--- config.mk ---
export PLATFORM = sky130hd
export DESIGN_NAME = udp_audio_depacketizer
export DESIGN_NICKNAME = d
export VERILOG_FILES = /design/src/rtl/aud_pkt_pkg.sv /design/src/rtl/aud_seq_tracker.sv /design/src/rtl/udp_audio_depacketizer.sv
export SDC_FILE = /design/constraint.sdc
export NUM_CORES = 1
export LEC_CHECK = 0
export CAP_MARGIN = 10
export CORE_UTILIZATION = 49
export DETAILED_ROUTE_END_ITERATION = 8
export GPL_TIMING_DRIVEN = 0
export PLACE_DENSITY = 0.86
export SETUP_SLACK_MARGIN = 0.1
export SLEW_MARGIN = 20
export SYNTH_ARGS = -nofsm -noshare
export SYNTH_HDL_FRONTEND = slang
export SYNTH_SLANG_ARGS = --single-unit
export TNS_END_PERCENT = 50
--- constraint.sdc ---
create_clock -name eth_rx_clk -period 3 [get_ports eth_rx_clk]
set_input_delay 0.3 -clock eth_rx_clk [delete_from_list [all_inputs] [get_ports eth_rx_clk]]
set_output_delay 0.3 -clock eth_rx_clk [all_outputs]
set_load 0.005 [all_outputs]
--- src/rtl/aud_pkt_pkg.sv ---
// Shared definitions for the UDP audio receive path: header field layout,
// FSM state encoding and the width used for saturating counter adds.
package aud_pkt_pkg;

    localparam logic [15:0] MAGIC_DEFAULT = 16'hA5D0;

    // Header word 0 = {magic, seq}, header word 1 = {cnt, reserved}
    localparam int MAGIC_HI = 31;
    localparam int MAGIC_LO = 16;
    localparam int SEQ_HI   = 15;
    localparam int SEQ_LO   = 0;
    localparam int CNT_HI   = 31;
    localparam int CNT_LO   = 16;

    localparam int SEQ_W     = 16;
    localparam int SAT_ADD_W = SEQ_W + 1;

    typedef enum logic [2:0] {
        ST_IDLE,
        ST_HDR1,
        ST_PAYLOAD,
        ST_TAIL,
        ST_DROP
    } state_e;

endpackage

--- src/rtl/aud_seq_tracker.sv ---
// Tracks the last accepted sequence number and counts packets missing from the stream.
// lost_cnt is only built when AUD_DEPKT_STATS_EN is defined.
module aud_seq_tracker
    import aud_pkt_pkg::*;
#(
    parameter int CNT_W = 16
) (
    input  logic             eth_rx_clk,
    input  logic             rst_n,
    input  logic             hdr_acc,
    input  logic [SEQ_W-1:0] seq_in,
    output logic [SEQ_W-1:0] seq_num,
    output logic [CNT_W-1:0] lost_cnt
);

    logic             seq_valid_q, seq_valid_d;
    logic [SEQ_W-1:0] seq_num_q, seq_num_d;

    always_comb begin
        seq_valid_d = seq_valid_q;
        seq_num_d   = seq_num_q;
        if (hdr_acc) begin
            seq_valid_d = 1'b1;
            seq_num_d   = seq_in;
        end
    end

    always_ff @(posedge eth_rx_clk or negedge rst_n) begin
        if (!rst_n) begin
            seq_valid_q <= 1'b0;
            seq_num_q   <= '0;
        end else begin
            seq_valid_q <= seq_valid_d;
            seq_num_q   <= seq_num_d;
        end
    end

    assign seq_num = seq_num_q;

`ifdef AUD_DEPKT_STATS_EN
    localparam int SUM_W = (CNT_W + 1 > SAT_ADD_W) ? CNT_W + 1 : SAT_ADD_W;

    logic [SEQ_W-1:0] gap;
    logic [SUM_W-1:0] sum;
    logic [CNT_W-1:0] lost_cnt_q, lost_cnt_d;

    // A gap in the upper half of the sequence space is a duplicate or late packet.
    always_comb begin
        gap        = seq_in - seq_num_q - SEQ_W'(1);
        sum        = SUM_W'(lost_cnt_q) + SUM_W'(gap);
        lost_cnt_d = lost_cnt_q;
        if (hdr_acc && seq_valid_q && (gap != '0) && !gap[SEQ_W-1])
            lost_cnt_d = (sum > SUM_W'({CNT_W{1'b1}})) ? '1 : sum[CNT_W-1:0];
    end

    always_ff @(posedge eth_rx_clk or negedge rst_n) begin
        if (!rst_n) lost_cnt_q <= '0;
        else        lost_cnt_q <= lost_cnt_d;
    end

    assign lost_cnt = lost_cnt_q;
`else
    assign lost_cnt = '0;
`endif

endmodule

--- src/rtl/udp_audio_depacketizer.sv ---
// Receive-side audio depacketizer: validates the 2-word header, streams samples to the
// playback FIFO and flags packet outcome. Statistics counters need AUD_DEPKT_STATS_EN.
module udp_audio_depacketizer
    import aud_pkt_pkg::*;
#(
    parameter logic [15:0] MAGIC       = MAGIC_DEFAULT,
    parameter int          MAX_SAMPLES = 256,
    parameter int          CNT_W       = 16
) (
    input  logic             eth_rx_clk,
    input  logic             rst_n,
    input  logic             rec_en,
    input  logic [31:0]      rec_data,
    input  logic             rec_pkt_done,
    input  logic             fifo_full,
    output logic             fifo_wr_en,
    output logic [31:0]      fifo_wr_data,
    output logic             pkt_ok,
    output logic             pkt_err,
    output logic [15:0]      seq_num,
    output logic [CNT_W-1:0] lost_cnt,
    output logic [CNT_W-1:0] err_cnt,
    output logic [CNT_W-1:0] ovf_cnt
);

    localparam int REM_W = $clog2(MAX_SAMPLES + 1);

    state_e           state_q, state_d, st_w;
    logic [REM_W-1:0] remaining_q, remaining_d;
    logic [SEQ_W-1:0] seq_lat_q, seq_lat_d;
    logic             wr_en_q, wr_en_d;
    logic [31:0]      wr_data_q, wr_data_d;
    logic             pkt_ok_q, pkt_ok_d;
    logic             pkt_err_q, pkt_err_d;
    logic             hdr_acc;
    logic [15:0]      hdr_cnt;
    logic             cnt_legal;

    assign hdr_cnt   = rec_data[CNT_HI:CNT_LO];
    assign cnt_legal = (hdr_cnt != '0) && (hdr_cnt <= 16'(MAX_SAMPLES));

    // st_w is the state after consuming this cycle's word; the close decision uses it
    // so a final sample arriving with rec_pkt_done still counts as a complete packet.
    always_comb begin
        st_w        = state_q;
        remaining_d = remaining_q;
        seq_lat_d   = seq_lat_q;
        wr_en_d     = 1'b0;
        wr_data_d   = wr_data_q;
        pkt_ok_d    = 1'b0;
        pkt_err_d   = 1'b0;
        hdr_acc     = 1'b0;
        if (rec_en) begin
            case (state_q)
                ST_IDLE: begin
                    if (rec_data[MAGIC_HI:MAGIC_LO] == MAGIC) begin
                        seq_lat_d = rec_data[SEQ_HI:SEQ_LO];
                        st_w      = ST_HDR1;
                    end else begin
                        st_w = ST_DROP;
                    end
                end
                ST_HDR1: begin
                    if (cnt_legal) begin
                        remaining_d = hdr_cnt[REM_W-1:0];
                        hdr_acc     = 1'b1;
                        st_w        = ST_PAYLOAD;
                    end else begin
                        st_w = ST_DROP;
                    end
                end
                ST_PAYLOAD: begin
                    if (!fifo_full) begin
                        wr_en_d   = 1'b1;
                        wr_data_d = rec_data;
                    end
                    remaining_d = remaining_q - REM_W'(1);
                    if (remaining_q == REM_W'(1)) st_w = ST_TAIL;
                end
                default: ;
            endcase
        end
        state_d = st_w;
        if (rec_pkt_done && (state_q != ST_IDLE)) begin
            state_d = ST_IDLE;
            if (st_w == ST_TAIL) pkt_ok_d  = 1'b1;
            else                 pkt_err_d = 1'b1;
        end
    end

    always_ff @(posedge eth_rx_clk or negedge rst_n) begin
        if (!rst_n) begin
            state_q     <= ST_IDLE;
            remaining_q <= '0;
            seq_lat_q   <= '0;
            wr_en_q     <= 1'b0;
            wr_data_q   <= '0;
            pkt_ok_q    <= 1'b0;
            pkt_err_q   <= 1'b0;
        end else begin
            state_q     <= state_d;
            remaining_q <= remaining_d;
            seq_lat_q   <= seq_lat_d;
            wr_en_q     <= wr_en_d;
            wr_data_q   <= wr_data_d;
            pkt_ok_q    <= pkt_ok_d;
            pkt_err_q   <= pkt_err_d;
        end
    end

    assign fifo_wr_en   = wr_en_q;
    assign fifo_wr_data = wr_data_q;
    assign pkt_ok       = pkt_ok_q;
    assign pkt_err      = pkt_err_q;

    aud_seq_tracker #(.CNT_W(CNT_W)) u_seq (
        .eth_rx_clk (eth_rx_clk),
        .rst_n      (rst_n),
        .hdr_acc    (hdr_acc),
        .seq_in     (seq_lat_q),
        .seq_num    (seq_num),
        .lost_cnt   (lost_cnt)
    );

`ifdef AUD_DEPKT_STATS_EN
    logic [CNT_W-1:0] err_cnt_q, err_cnt_d;
    logic [CNT_W-1:0] ovf_cnt_q, ovf_cnt_d;

    always_comb begin
        err_cnt_d = err_cnt_q;
        ovf_cnt_d = ovf_cnt_q;
        if (pkt_err_d && (err_cnt_q != '1))
            err_cnt_d = err_cnt_q + CNT_W'(1);
        if ((state_q == ST_PAYLOAD) && rec_en && fifo_full && (ovf_cnt_q != '1))
            ovf_cnt_d = ovf_cnt_q + CNT_W'(1);
    end

    always_ff @(posedge eth_rx_clk or negedge rst_n) begin
        if (!rst_n) begin
            err_cnt_q <= '0;
            ovf_cnt_q <= '0;
        end else begin
            err_cnt_q <= err_cnt_d;
            ovf_cnt_q <= ovf_cnt_d;
        end
    end

    assign err_cnt = err_cnt_q;
    assign ovf_cnt = ovf_cnt_q;
`else
    assign err_cnt = '0;
    assign ovf_cnt = '0;
`endif

endmodule

==> results.toml <==
[timing]
setup_viol_count_final = 0
layout_min_cycle_time_ns = 2.55
timing_hold_violations_final = 0
timing.final.crit_share = 0.851
max_clock_freq_mhz = 392
worst_clock_skew_ns = 0.00924
slew_violations = 0
worst_slack_ns = 0.448
tightestPinTransition_ns = 0.823
setup_repair_after_global_routing_missed_its_margin = "false"
max-slew-margin-rel = 0.450
setup-tns-final_ns = 0

[yosys]
synth_seq_area_share = 0.519
synth.lib_cells_used.distinct = 48
yosys.area_share.adder = 0.00657
synth_warnings = 0
synthSimpleGateAreaFrac = 0.0828
largest_family_of_logic_cells_by_synthesized_area = "multiplexers"
synth.area.mux_share = 0.202
syn_area_um2 = 3810
synth_area_per_cell_um2 = 12.5
cell_count_after_synthesis = 305
yosys_register_bits = 79
postSynth.asyncResetShare = 1.00
synth_area_in_xor_xnor = 0
number_of_enable_type_register_cells_in_the_synthesized_netlist = 0
synth_top_flop_cell = "sky130_fd_sc_hd__dfrtp_1"
synth_compound_gate_area_share = 0.0713

[pwr]
power.density_cell_area_nw_per_um2 = 390
peakVddDrop_uv = 402
power.leakage_nw = 2.54

[drt]
drt-total-wl_um = 8620
detail-route-antenna-nets = 0
route.detailed.wl_per_inst_um = 15.5
drt-pass1-iter-count = 4
detail_route.drc_violations = 0
via_density = 4.96
drt-initial-drc-count = 132
routed-via-count = 2758

[setup_path]
cp_max_fo = 10
reg2reg_depth = 5
rrSetupSlack_ns = 0.46
worst-setup-path-type = "in2reg"
worst_setup_path_end_kind = "flop"
rr_startpoint = "state_q[2]"
crit_path_cell_trace = "clkdlybuf4s50_1 > clkinv_1 > or4b_1 > a211o_1 > clkbuf_1 > o31ai_1 > a21oi_1"
cp-startpoint = "rec_en"
startpoint_type = "input pin"
cp_slowest_cell = "sky130_fd_sc_hd__or4b_1"
critPathRequiredTime_ns = 3.20
regToRegEndpoint = "fifo_wr_data[13]"
critPathArrivalTime_ns = 2.76
cp_slowest_stage_delay_ns = 0.59
endpoint = "remaining_q[5]"

[clock_tree]
clkSinkCount = 79
maximum_buffer_depth_of_the_clock_tree = 2
cts.reportedPaths.clkPinSlew_ns = 0.08
clock_latency_ns = 0.35
numCtsBuffers = 9
ctsResizeCount = 0
cts_tree = "built"
cts.htree.levels = 3
clock_tree.root_cell = "sky130_fd_sc_hd__clkbuf_8"

[die]
num_io_pins = 136
floorplan.die.width_um = 90.2
fp.dieArea_um2 = 8130
floorplan.initialDensity = 0.517
core_area_um2 = 7370
floorplan.die.height_um = 90.2
num_rows = 31

[global_routing]
gr-max-usage-layer = "met2"
global_route.usage.met2 = 0.358
use_met1 = 0.271
vias_in_the_first_global_route = 2743
grt_overflow = 0
global_route_wire_length_before_repair_um = 14000
groute.layer.met3.usage = 0.0880
antenna_found_initial = 0
largest_net_degree_at_the_start_of_global_routing = 52
gr-usage-all-layers = 0.220

[placement]
io_buffer_count = 87
place_congestion = 0.891
post-place-ws_ns = 0.111
detailedPlacementHpwl_um = 6350

[final_layout]
area_growth_syn_to_layout_pct = 36.8
num-nets-final = 491
multi_input_area_um2 = 1560
num_antenna_cells = 0
layout.area.seq_um2 = 1980
fillCellCount = 512
fraction_of_layout_instances_using_a_drive_strength_above_1 = 0.293

[outcome]
outcome = "finished clean"

[worst_hold_path]
holdCritPathClass = "in2async"

[flow_run]
max_cap_viol_count = 0
## registers in the layout (all words and copies together), names as in the netlist
register and count:
fifo_wr_data 32, fifo_wr_en 1, pkt_err 1, pkt_ok 1, remaining_q 9, seq_lat_q 16, state_q 3, u_seq.seq_num 16
## layout by cell type, fill, tap and decap left out, drive strengths merged, types with 4 or more instances in the layout
| cell | n |
|---|---|
| a21oi | 6 |
| buf | 52 |
| clkbuf | 21 |
| clkdlybuf4s50 | 86 |
| clkinv | 4 |
| conb | 48 |
| dfrtp | 79 |
| inv | 4 |
| mux2 | 65 |
| nand2 | 7 |
| nand4 | 4 |
| nor2 | 9 |
| nor3 | 10 |
| nor4 | 5 |
| o21ai | 4 |
## cell usage after synthesis (4+ instances only)
master / n / area share
sky130_fd_sc_hd__nand2_1: 7 / 0.0069
sky130_fd_sc_hd__nand4_1: 4 / 0.0066
sky130_fd_sc_hd__nor4_1: 5 / 0.0082
sky130_fd_sc_hd__o21ai_0: 4 / 0.0053
sky130_fd_sc_hd__clkbuf_1: 11 / 0.011
sky130_fd_sc_hd__buf_4: 48 / 0.095
sky130_fd_sc_hd__nor2_1: 9 / 0.0089
sky130_fd_sc_hd__dfrtp_1: 79 / 0.52
sky130_fd_sc_hd__mux2_4: 10 / 0.039
sky130_fd_sc_hd__a21oi_1: 6 / 0.0079
sky130_fd_sc_hd__nor3_1: 10 / 0.013
sky130_fd_sc_hd__mux2_2: 55 / 0.16
## layer usage
metal,vias up,wire [um]
met5,-,0
met4,0,91
met3,9,936
met2,153,4100
met1,1297,3500
li1,1299,-
## layout make-up
cell class,instances,share of cell area
Clock buffer,10,0.0245
Timing Repair Buffer,89,0.174
Clock inverter,6,0.0132
Tap cell,99,0.0238
Sequential cell,79,0.379
Inverter,4,0.00288
Multi-Input combinational cell,208,0.300
Buffer,61,0.0831
## cell families after synthesis
logic type / Yosys count
fa+ha+maj: 2
buf+inv: 65
simple gates: 55
compound gates: 38
flops: 79
other cells: 1
mux: 65
## metrics by stage
step	instance area (um^2)	instances	power [mW]	hold WS (ns)	utilization
2_1_floorplan	3990	352	1.17	0.00441	-
6_report	5210	556	2.03	0.407	0.707
3_5_place_dp	5010	539	1.27	0.254	0.679
5_1_grt	5210	556	2.11	0.428	0.707
4_1_cts	5210	556	2.05	0.413	0.707
3_3_place_gp	4980	538	1.26	0.483	0.676
## power breakdown
| group | switching [mW] | leakage, nW | internal (mW) |
|---|---|---|---|
| sequential | 0.00226 | 1.08 | 1.07 |
| clock | 0.393 | 0.0968 | 0.389 |
| combinational | 0.0820 | 1.36 | 0.0988 |
## timing repair
| item | CTS | global route |
|---|---|---|
| endpoints found under the hold margin | 28 | 0 |
| buffers inserted | 0 | 0 |
| hold buffers | 1 | 0 |
## critical path, delay by kind of cell
family | cells | cell delay [ns]
compound gates | 3 | 0.71
simple gates | 1 | 0.59
buf+inv | 3 | 1.14
## how the worst min path moves through the flow
stage	start	to
6_report	rst_n	fifo_wr_data[13]
5_1_grt	rst_n	fifo_wr_data[13]
4_1_cts	rst_n	fifo_wr_data[12]
3_5_place_dp	rst_n	fifo_wr_data[12]
3_3_place_gp	seq_lat_q[15]	seq_lat_q[15]
2_1_floorplan	rst_n	fifo_wr_data[0]
No activity file was read; power rests on OpenSTA's default activity.
